===== src/rtl/button_step_gen.sv =====
// Debounced Up/Down push-button front-end: per-key sync, debounce, hold-to-repeat
// with two-speed acceleration, and an Up/Down interlock.
module button_step_gen #(
  parameter int unsigned DEBOUNCE_CYC     = 500000,
  parameter int unsigned REPEAT_DELAY_CYC = 25000000,
  parameter int unsigned REPEAT_SLOW_CYC  = 10000000,
  parameter int unsigned REPEAT_FAST_CYC  = 2500000,
  parameter int unsigned FAST_AFTER       = 8,
  parameter int unsigned CNT_W            = 25
) (
  input  logic Clk_50MHz,
  input  logic Rst,
  input  logic Key_Up_n,
  input  logic Key_Down_n,
  output logic Up_Step,
  output logic Down_Step,
  output logic Accel,
  output logic Key_Held
);

  localparam int unsigned RW = (FAST_AFTER > 1) ? $clog2(FAST_AFTER + 1) : 1;

  localparam logic [CNT_W-1:0] DEB_END  = CNT_W'(DEBOUNCE_CYC - 1);
  localparam logic [CNT_W-1:0] DLY_END  = CNT_W'(REPEAT_DELAY_CYC - 1);
  localparam logic [CNT_W-1:0] SLOW_END = CNT_W'(REPEAT_SLOW_CYC - 1);
  localparam logic [CNT_W-1:0] FAST_END = CNT_W'(REPEAT_FAST_CYC - 1);
  localparam logic [RW-1:0]    FA_V     = RW'(FAST_AFTER);

  typedef enum logic [2:0] {
    IDLE,
    DEB_PRESS,
    HELD_DELAY,
    REPEAT,
    DEB_RELEASE
  } state_t;

  // Index 0 is the Up key, index 1 the Down key.
  logic [1:0]       sync1, sync2;
  state_t           state    [2];
  state_t           state_nx [2];
  logic [CNT_W-1:0] timer    [2];
  logic [CNT_W-1:0] timer_nx [2];
  logic [RW-1:0]    rcnt     [2];
  logic [RW-1:0]    rcnt_nx  [2];
  logic [1:0]       fsm_stb, done, held, fast;
  logic             lock, lock_nx, conflict;

  always_ff @(posedge Clk_50MHz) begin
    if (Rst) begin
      sync1 <= '1;
      sync2 <= '1;
      lock  <= 1'b0;
      for (int unsigned k = 0; k < 2; k++) begin
        state[k] <= IDLE;
        timer[k] <= '0;
        rcnt[k]  <= '0;
      end
    end else begin
      sync1 <= {Key_Down_n, Key_Up_n};
      sync2 <= sync1;
      lock  <= lock_nx;
      for (int unsigned k = 0; k < 2; k++) begin
        state[k] <= state_nx[k];
        timer[k] <= timer_nx[k];
        rcnt[k]  <= rcnt_nx[k];
      end
    end
  end

  always_comb begin
    for (int unsigned k = 0; k < 2; k++) begin
      state_nx[k] = state[k];
      timer_nx[k] = timer[k] + CNT_W'(1);
      rcnt_nx[k]  = rcnt[k];
      fsm_stb[k]  = 1'b0;
      done[k]     = 1'b0;
      fast[k]     = 1'b0;
      held[k]     = 1'b0;
      unique case (state[k])
        IDLE: begin
          timer_nx[k] = '0;
          if (!sync2[k]) state_nx[k] = DEB_PRESS;
        end
        DEB_PRESS: begin
          if (sync2[k]) begin
            state_nx[k] = IDLE;
            timer_nx[k] = '0;
          end else if (timer[k] == DEB_END) begin
            state_nx[k] = HELD_DELAY;
            timer_nx[k] = '0;
            done[k]     = 1'b1;
            fsm_stb[k]  = 1'b1;
          end
        end
        HELD_DELAY: begin
          held[k] = 1'b1;
          if (sync2[k]) begin
            state_nx[k] = DEB_RELEASE;
            timer_nx[k] = '0;
          end else if (timer[k] == DLY_END) begin
            state_nx[k] = REPEAT;
            timer_nx[k] = '0;
            rcnt_nx[k]  = RW'(1);
            fsm_stb[k]  = 1'b1;
          end
        end
        REPEAT: begin
          held[k] = 1'b1;
          fast[k] = (rcnt[k] == FA_V);
          if (sync2[k]) begin
            state_nx[k] = DEB_RELEASE;
            timer_nx[k] = '0;
          end else if (timer[k] == ((rcnt[k] == FA_V) ? FAST_END : SLOW_END)) begin
            timer_nx[k] = '0;
            fsm_stb[k]  = 1'b1;
            if (rcnt[k] != FA_V) rcnt_nx[k] = rcnt[k] + RW'(1);
            // Accel rises together with the strobe that completes the slow phase.
            fast[k] = (rcnt_nx[k] == FA_V);
          end
        end
        DEB_RELEASE: begin
          held[k] = 1'b1;
          if (!sync2[k]) begin
            state_nx[k] = HELD_DELAY;
            timer_nx[k] = '0;
          end else if (timer[k] == DEB_END) begin
            state_nx[k] = IDLE;
            timer_nx[k] = '0;
          end
        end
        default: begin
          state_nx[k] = IDLE;
          timer_nx[k] = '0;
        end
      endcase
    end
  end

  // A key finishing debounce while the other is already pressed (or on the same
  // cycle) locks both out until both FSMs are back in IDLE.
  always_comb begin
    conflict  = (done[0] && (done[1] || held[1])) || (done[1] && (done[0] || held[0]));
    lock_nx   = conflict || (lock && !((state[0] == IDLE) && (state[1] == IDLE)));
    Up_Step   = fsm_stb[0] && !lock && !conflict;
    Down_Step = fsm_stb[1] && !lock && !conflict;
    Accel     = (fast[0] || fast[1]) && !lock;
    Key_Held  = |held || |done;
  end

endmodule


===== config.mk =====
export PLATFORM = sky130hd
export DESIGN_NAME = button_step_gen
export DESIGN_NICKNAME = d
export VERILOG_FILES = /design/src/rtl/button_step_gen.sv
export SDC_FILE = /design/constraint.sdc
export NUM_CORES = 1
export LEC_CHECK = 0
export ABC_AREA = 1
export CAP_MARGIN = 40
export CORE_MARGIN = 4
export CORE_UTILIZATION = 35
export CTS_CLUSTER_SIZE = 24
export DETAILED_ROUTE_END_ITERATION = 6
export GPL_ROUTABILITY_DRIVEN = 0
export GPL_TIMING_DRIVEN = 0
export MAX_ROUTING_LAYER = met4
export PLACE_DENSITY_LB_ADDON = 0.2
export SLEW_MARGIN = 0
export SYNTH_ARGS = -nofsm -noshare
export SYNTH_HDL_FRONTEND = slang
export SYNTH_SLANG_ARGS = --single-unit

===== constraint.sdc =====
create_clock -name Clk_50MHz -period 2.1 [get_ports Clk_50MHz]
set_input_delay 0.315 -clock Clk_50MHz [delete_from_list [all_inputs] [get_ports Clk_50MHz]]
set_output_delay 0.315 -clock Clk_50MHz [all_outputs]
set_load 0.02 [all_outputs]

* After elaboration in Yosys (flattened, before gate mapping)
Memory sizes are Yosys's and may differ from the RTL's.
Cells that the tools add are included.
** Storage, ports and cells
- Register bits after elaboration :: 5
- Bits in writable memories :: 64
- Input bits :: 4
- Output and inout bits :: 4
- Word-level logic and storage cells :: 147
- Memories kept :: 3
** Memory list
- timer :: words 2, bits a word 25, read ports 2, clocked after memory_dff 0, write ports 2, RTL line 41 : logic [CNT_W-1:0] timer [2];
- rcnt :: words 2, bits a word 4, read ports 2, clocked after memory_dff 0, write ports 2, RTL line 43 : logic [RW-1:0] rcnt [2];
- state :: words 2, bits a word 3, read ports 2, clocked after memory_dff 0, write ports 2, RTL line 39 : state_t state [2];
** Cells by class
- Add/sub/neg operators :: 4
- Equal/unequal tests :: 20
- Mux-type cells :: 87
- Bitwise operators :: 6
- Reduce and logical (&&, ||, !) cells :: 24
** Operators with widths (count)
- 25-bit 2-to-1 mux :: 16
- 25-bit case mux with 4 select lines :: 2
- 4-bit 2-to-1 mux :: 18
- 3-bit 2-to-1 mux :: 18
- 25-bit by 1-bit adder with 25-bit output (second input constant) :: 2
- 25-bit by 19-bit == test with 1-bit output (second input constant) :: 2
- 25-bit by 24-bit == test with 1-bit output :: 2
- 25-bit == test (second input constant) :: 2
- 24-bit 2-to-1 mux :: 2
- 3-bit case mux with 5 select lines :: 2
- 1-bit 2-to-1 mux :: 25
- 4-bit == test (second input constant) :: 4
- 4-bit case mux with 2 select lines :: 2
- 3-bit by 2-bit == test with 1-bit output (second input constant) :: 4
- 1-bit logical AND :: 9
- 4-bit by 1-bit adder with 4-bit output (second input constant) :: 2
- 4-bit inequality test (second input constant) :: 2
- 3-bit by 1-bit == test with 1-bit output (second input constant) :: 2
- 3-bit == test (second input constant) :: 2
- 3-bit zero test :: 2
- 1-bit logical OR :: 6
- 1-bit bitwise OR :: 6
- 1-bit case mux with 3 select lines :: 2
- 3-bit OR reduction :: 2
- 2 further kinds :: 5

* Logic depth before layout (Yosys ltp)
Gate-level depths: netlist (run 1).
- Depth in word-level cells :: 12
- Gate-level depth with buffers :: 14
- Depth with buffers taken out :: 13

* Worst setup path before layout (run 1)
OpenSTA, ideal clock, no wires.
- Path type :: register to output
- From :: memory timer[1][0] (netlist: timer[0][25])
- To :: output Down_Step
- Arrival time :: 1.627 ns
- Required time :: 1.785 ns
- Path slack :: 0.158 ns
- Cell stages (with the launch flop) :: 10
- Path buffers :: 0
- Cells stage by stage :: dfxtp_1 -> ha_1 -> nand2_1 -> nor2_2 -> nand3_1 -> nor2_1 -> nand4_1 -> nand2_1 -> nor2_1 -> nor2_1
** RTL lines
- from (decl) :: RTL line 41
- to (decl) :: RTL line 16 : output logic Down_Step,

==> results of run 1 <==
-- power groups by stage --
| stage | logic [mW] | clock network (mW) | registers (mW) |
|---|---|---|---|
| after floorplan | 0.606 | 0 | 1.44 |
| after global placement | 0.801 | 0 | 1.45 |
| after detailed placement | 0.803 | 0 | 1.45 |
| after CTS | 0.812 | 1.62 | 1.43 |
| after global routing | 0.958 | 1.68 | 1.43 |
| final | 0.842 | 1.58 | 1.42 |
-- cell usage in the layout (no fill, tap or decap), types with 4 or more instances in the layout --
cell / instances
buf_4: 34
nand4_1: 22
xnor2_1: 6
nor2_2: 21
dfxtp_2: 12
nor2_1: 156
a21oi_1: 13
buf_6: 6
nand2_1: 151
nand3_1: 54
nor3_1: 19
ha_4: 4
o21ai_0: 10
nand2_2: 15
or2_2: 4
dfxtp_1: 53
dfxtp_4: 4
nand3_2: 7
buf_2: 6
clkbuf_16: 9
nor3_2: 5
nand2_4: 4
xor2_1: 29
nor2_4: 10
inv_1: 79
inv_2: 12
-- synth_stat cells (all sizes together) (4+ instances only) --
cell type,count
a21oi,14
buf,13
dfxtp,69
ha,6
inv,91
nand2,170
nand3,62
nand4,22
nor2,187
nor3,24
nor4,4
o21ai,12
or2,5
xnor2,6
xor2,29
-- routing by layer --
metal / global-route usage, % / up-vias / wire length (um)
li1: - / 2389 / -
met1: 20.22 / 2082 / 5192
met2: 28.43 / 126 / 5619
met3: 4.429 / 28 / 513
met4: 7.843 / 0 / 323
met5: - / - / 0
-- timing repair --
| item | 4_1_cts | 5_1_grt |
|---|---|---|
| pin swaps | 17 | 15 |
| setup endpoints to repair | 4 | 9 |
| gates resized for setup | 79 | 31 |
| setup buffers | 26 | 8 |
-- critical path, stage by stage, from the launching register on --
cell and delay, ns:
dfxtp_2 0.35, ha_4 0.15, nand2_4 0.06, nor2_4 0.17, inv_2 0.06, nor2_4 0.09
nand4_1 0.22, o21ai_1 0.19, nand2_1 0.11, nand2_1 0.07, nor2_1 0.04, buf_4 0.15
-- flip-flops by register name, summed over array words and instances, names as in the netlist --
| register | flops |
|---|---|
| lock | 1 |
| rcnt | 8 |
| state | 6 |
| sync1 | 2 |
| sync2 | 2 |
| timer | 50 |
-- stage by stage --
stage	cell area, um2	power, mW	setup TNS, ns	hold WS (ns)	setup WS [ns]
6_report	5583	3.843	-0.6067	0.3714	-0.2202
5_1_grt	5583	4.071	-1.186	0.4001	-0.3669
4_1_cts	5449	3.860	-0.8931	0.3663	-0.2091
3_5_place_dp	4783	2.255	-1.887	0.3934	-0.6115
3_3_place_gp	4783	2.252	-1.909	0.3923	-0.6030
2_1_floorplan	4508	2.046	0	0.3895	0.1584
-- cells by family (layout without fill, tap and decap cells) --
| logic type | count (synthesis) | in the layout | share of synthesized area (%) |
|---|---|---|---|
| adders and majority gates | 6 | 6 | 1.665 |
| xor gates and xnor gates | 35 | 35 | 6.800 |
| AOI/OAI and AO/OA | 32 | 32 | 3.886 |
| DFF | 69 | 69 | 30.64 |
| buffers and inverters | 108 | 160 | 9.964 |
| and+or+nand+nor | 481 | 481 | 47.04 |
-- area by class of cell --
| class | count | share of cell area (%) |
|---|---|---|
| multi-input cells | 554 | 51.95 |
| flip-flops and latches | 69 | 25.28 |
| inverters | 92 | 6.186 |
| repair buffers | 37 | 5.267 |
| clock buffers | 12 | 4.774 |
| well taps | 172 | 3.855 |
| plain buffers | 15 | 1.883 |
| clock inverters | 4 | 0.8068 |
-- path summary, 6_finish.rpt --
path | depth (start not counted) | start | endpoint
max | 11 | timer[0][0]$_SDFF_PP0_ | Up_Step
min | 2 | Rst | state[0][0]$_SDFFE_PP0P_
max reg2reg | 11 | timer[0][26]$_SDFF_PP0_ | timer[0][43]$_SDFF_PP0_
min reg2reg | 1 | sync1[1]$_SDFF_PP1_ | sync2[1]$_SDFF_PP1_
==> results.txt, run 1 <==
Vias post-DR = 4625
Clk slew on worst S/H paths = 0.06 ns
Worst-Skew Late Latency = 0.34 ns
Critical Path Fanout Max = 4
Hpwl dp = 8554 um
Combinational power share = 21.9%
Crit path launch type = flop
Root Buffer = clkbuf_16
Post-route non-filler standard cell count = 955
CP Capture Type = output port
Async set-reset flop share out of synthesis = 0%
Synth warnings = 0
RSZ-0062 raised after global routing = yes
FP Rows = 41
Area of the mapped netlist = 0.004508 mm2
Die area = 0.01476 mm2
Global route overflow = 0
Min cycle time layout = 2.320 ns
Worst Skew = 0.007500 ns
Clock Path Buffers = 2
CTS tree = done
Share of cells above drive strength 1 = 21.20%
Multi-input logic area = 0.002900 mm2
Synthesized flop and latch total = 69
Avg Vias per Cell = 4.843
First drt pass iteration count = 6
Layout Utilization = 44.24%
GR Util All Layers = 17.43%
Boundary Pins = 8
Reg power frac = 37.0%
Starting density of the core = 35.72%
Clk sinks = 69
Die width = 121.5 um
Final hold viol count = 0
Clock network fraction of total power = 41.1%
Worst Setup Slack, final = -0.2202 ns
Rel. slew slack = 63.69%
Post-synth top flop = dfxtp_1
Status = finished, violations left
Switching share of power = 30.78%
Post-synth top area cell = dfxtp_1
Nets@finish = 788
VDD IR max = 0.0004775 V
Unique cell type count in the Yosys netlist = 36
Max-cap violation count = 0
Input/output buffers = 6
Iter 0 DRT Violations = 394
Residual DRC = 0
TritonCTS Buffers = 9
Power Internal = 2.660 mW
WP data required = 1.78 ns
P_leak = 2.209 nW
Final Setup Violations = 3
Final Max Tran Viols = 0
Fill cells = 1364
Failing checks = setup timing
N_diodes = 0
Seq/Total Area, Yosys = 30.64%
Htree depth = 3
First-pass GRT wire length = 20350 um
FMAX = 431.0 MHz
CTS hold repair buffers = 0
Initial antenna violation count = 0
Yosys top cell area share = 30.64%
Tightest Pin Transition = 0.5446 ns
Die H = 121.5 um
Largest net degree at the start of global routing = 12
Post-Place Cells = 909
Synth Area per Inst = 6.167 um2
Cell count after synthesis = 731
Power per cell area = 688.3 mW/mm2
Net Sw Power = 1.183 mW
Crit share post-route = 110.5%
WL/cell = 12.20 um
Top cells by area, synth = dfxtp_1 31%, nor2_1 14%, nand2_1 13%, inv_1 7.3%, nand3_1 6.7%
Syn Nets = 741
Storage cell area = 0.001411 mm2
Worst Path Arrival = 2.01 ns
Area growth syn-to-layout = 23.84%
Post-route ant nets = 0
CORE AREA = 0.01262 mm2
Setup CP Type = reg -> out
Reg2reg setup slack = 0.10 ns
Worst Hold Class = in -> reg
Vias in the first global route = 4493
Post-synth EDFFs = 0
Drt total wl = 11650 um
(Power assumes the default switching activity.)
==> run 2: changes to the inputs <==
--- a/config.mk
+++ b/config.mk
@@ -6,7 +6,7 @@
 export NUM_CORES = 1
 export LEC_CHECK = 0
 export ABC_AREA = 1
-export CAP_MARGIN = 40
+export CAP_MARGIN = 20
 export CORE_MARGIN = 4
 export CORE_UTILIZATION = 35
 export CTS_CLUSTER_SIZE = 24
==> results of run 2 <==
Final layout, timing and power as in run 1 (identical DEF).
==> run 3: changes to the inputs <==
--- a/config.mk
+++ b/config.mk
@@ -7,15 +7,13 @@
 export LEC_CHECK = 0
 export ABC_AREA = 1
 export CAP_MARGIN = 20
-export CORE_MARGIN = 4
-export CORE_UTILIZATION = 35
+export CORE_UTILIZATION = 50
 export CTS_CLUSTER_SIZE = 24
 export DETAILED_ROUTE_END_ITERATION = 6
 export GPL_ROUTABILITY_DRIVEN = 0
 export GPL_TIMING_DRIVEN = 0
 export MAX_ROUTING_LAYER = met4
 export PLACE_DENSITY_LB_ADDON = 0.2
-export SLEW_MARGIN = 0
 export SYNTH_ARGS = -nofsm -noshare
 export SYNTH_HDL_FRONTEND = slang
 export SYNTH_SLANG_ARGS = --single-unit
==> run 3 against run 2 <==
Effect of this change: the flow still finishes with violations (setup timing); non-clock buffer count decreased by 12; worst setup slack gained 0.0054 ns; hold slack worse by 0.011 ns; register-to-register slack worse by 0.05 ns; sequential share of layout area grew 1.4 points; combinational power up 7.5%; critical endpoint unchanged; highest routed layer unchanged.
==> results.txt, run 3 (same netlist as run 1, synthesis figures left out) <==
CP Capture Type = output port
Setup CP Type = reg -> out
Largest regs = timer: 50 flops, rcnt: 8 flops, state: 6 flops
Iter 0 DRT Violations = 280
Clock Path Buffers = 2
First drt pass iteration count = 5
Vias post-DR = 4647
RSZ-0062 raised after global routing = yes
CORE AREA = 0.008721 mm2
Final Max Tran Viols = 0
Most flops, register = timer
R2R Path End = timer[0][12]$_SDFF_PP0_
Reg2reg setup slack = 0.05 ns
Hold endpoint = state[0][0]$_SDFFE_PP0P_
CTS tree = done
GR Util All Layers = 25.37%
Final Setup Violations = 3
Worst Hold Launch = Rst
Final instance area = 0.005300 mm2
Hold path cells = 2
Max reg flops = 50
Reg-to-reg critical path startpoint = rcnt[0][0]$_SDFFE_PP0P_
VDD IR max = 0.0003145 V
Most frequent cells in the layout = 161 x nor2_1, 154 x nand2_1, 81 x inv_1
Clk sinks = 69
Global route overflow = 0
Tot Pwr = 3.369 mW
Buf+Inv Stages, Crit Path = 2
Die width = 96.96 um
Post-route ant nets = 0
Power per cell area = 635.6 mW/mm2
FMAX = 432.0 MHz
Share of cells above drive strength 1 = 18.57%
Die H = 96.96 um
Residual DRC = 0
Vias in the first global route = 4437
Post-route non-filler standard cell count = 878
Worst Skew = 0.01480 ns
Critical Path Fanout Max = 3
Max stage delay on crit path = 0.35 ns
Fill cells = 829
Nets@finish = 776
N_diodes = 0
Tightest Pin Transition = 0.4901 ns
Starting density of the core = 51.69%
Critical path's top delay family = simple AND/OR/NAND/NOR gates
Crit path max-delay cell type = dfxtp_2
Final hold viol count = 0
Largest net degree at the start of global routing = 12
Hpwl dp = 8148 um
Status = finished, violations left
Input/output buffers = 6
WP data required = 1.78 ns
Boundary Pins = 8
First-pass GRT wire length = 19210 um
Most common cell after layout, fill and taps aside = nor2_1
Setup TNS = -0.6092 ns
Failing checks = setup timing
Clk slew on worst S/H paths = 0.07 ns
Worst Hold Class = in -> reg
Worst R2R Path Depth = 16
Area growth syn-to-layout = 17.57%
Post-Place Cells = 845
Crit-path cells = ha_4 > nand2_4 > inv_2 > nand2_2 > nor2_1 > nand3_1 > or2_4 > o21ai_1 > nand2_1 > nand2_1 > nor2_1 > buf_4
WL/cell = 12.87 um
FP Rows = 34
Avg Vias per Cell = 5.293
Drt total wl = 11300 um
Worst Setup Slack, final = -0.2148 ns
Max-cap violation count = 0
WHS = 0.3607 ns
Rel. slew slack = 67.33%
Worst Path Arrival = 2.00 ns
TritonCTS Buffers = 9
Min cycle time layout = 2.315 ns
Crit share post-route = 110.2%
Worst-Skew Late Latency = 0.35 ns
Area of placed instances = 0.004703 mm2
Crit path launch type = flop
Initial antenna violation count = 0
Die area = 0.009400 mm2
P_leak = 2.068 nW
Htree depth = 3
Root Buffer = clkbuf_8
## run 3: cell types whose count changed in the layout (fill, tap and decap cells not counted), sizes merged
| cell | before | now |
|---|---|---|
| buf | 47 | 33 |
| clkinvlp | 0 | 1 |
## run 3: report_power, final
| part | internal (mW) | switching, mW | leakage, nW |
|---|---|---|---|
| combinational | 0.319 | 0.586 | 1.41 |
| clock | 0.536 | 0.507 | 0.0919 |
| sequential | 1.36 | 0.0600 | 0.568 |
## run 3: stage by stage
| step | util (%) | setup WS [ns] |
|---|---|---|
| final | 60.77 | -0.2148 |
| after CTS | 58.77 | -0.2190 |
| after floorplan | - | 0.1584 |
| after global routing | 60.77 | -0.4099 |
| after global placement | 53.93 | -0.5561 |
| after detailed placement | 53.93 | -0.5390 |
## run 3: metal layers
metal,global-route usage [%],routed length [um]
met2,41.87,5412
met1,29.85,4908
met3,3.540,615
met4,13.66,367
met5,-,0
## run 3: what timing repair did
item,4_1_cts,5_1_grt
gates cloned,0,2
resized for setup,73,28
hold buffers,0,0
pin swaps,20,15
buffers inserted,13,4
endpoints found under the setup margin,4,24
## run 3: worst max path at each step
| stage | start | end | slack [ns] | cells after the start |
|---|---|---|---|---|
| after floorplan | timer[0][25]$_SDFF_PP0_ | Down_Step | 0.16 | 9 |
| final | timer[0][26]$_SDFF_PP0_ | Up_Step | -0.21 | 12 |
| after detailed placement | timer[0][25]$_SDFF_PP0_ | Down_Step | -0.54 | 10 |
| after global routing | timer[0][35]$_SDFF_PP0_ | Accel | -0.41 | 9 |
| after CTS | timer[0][26]$_SDFF_PP0_ | Up_Step | -0.22 | 12 |
| after global placement | timer[0][25]$_SDFF_PP0_ | Down_Step | -0.56 | 10 |
## run 3: cell type report
| type | count | area, um2 | share of cell area (%) |
|---|---|---|---|
| Inverter | 92 | 345.3 | 6.516 |
| Timing Repair Buffer | 25 | 235.2 | 4.438 |
| Clock buffer | 10 | 127.6 | 2.408 |
| Sequential cell | 69 | 1414 | 26.68 |
| Multi-Input combinational cell | 554 | 2885 | 54.44 |
| Buffer | 15 | 105.1 | 1.983 |
| Tap cell | 108 | 135.1 | 2.550 |
| Clock inverter | 5 | 52.55 | 0.9915 |
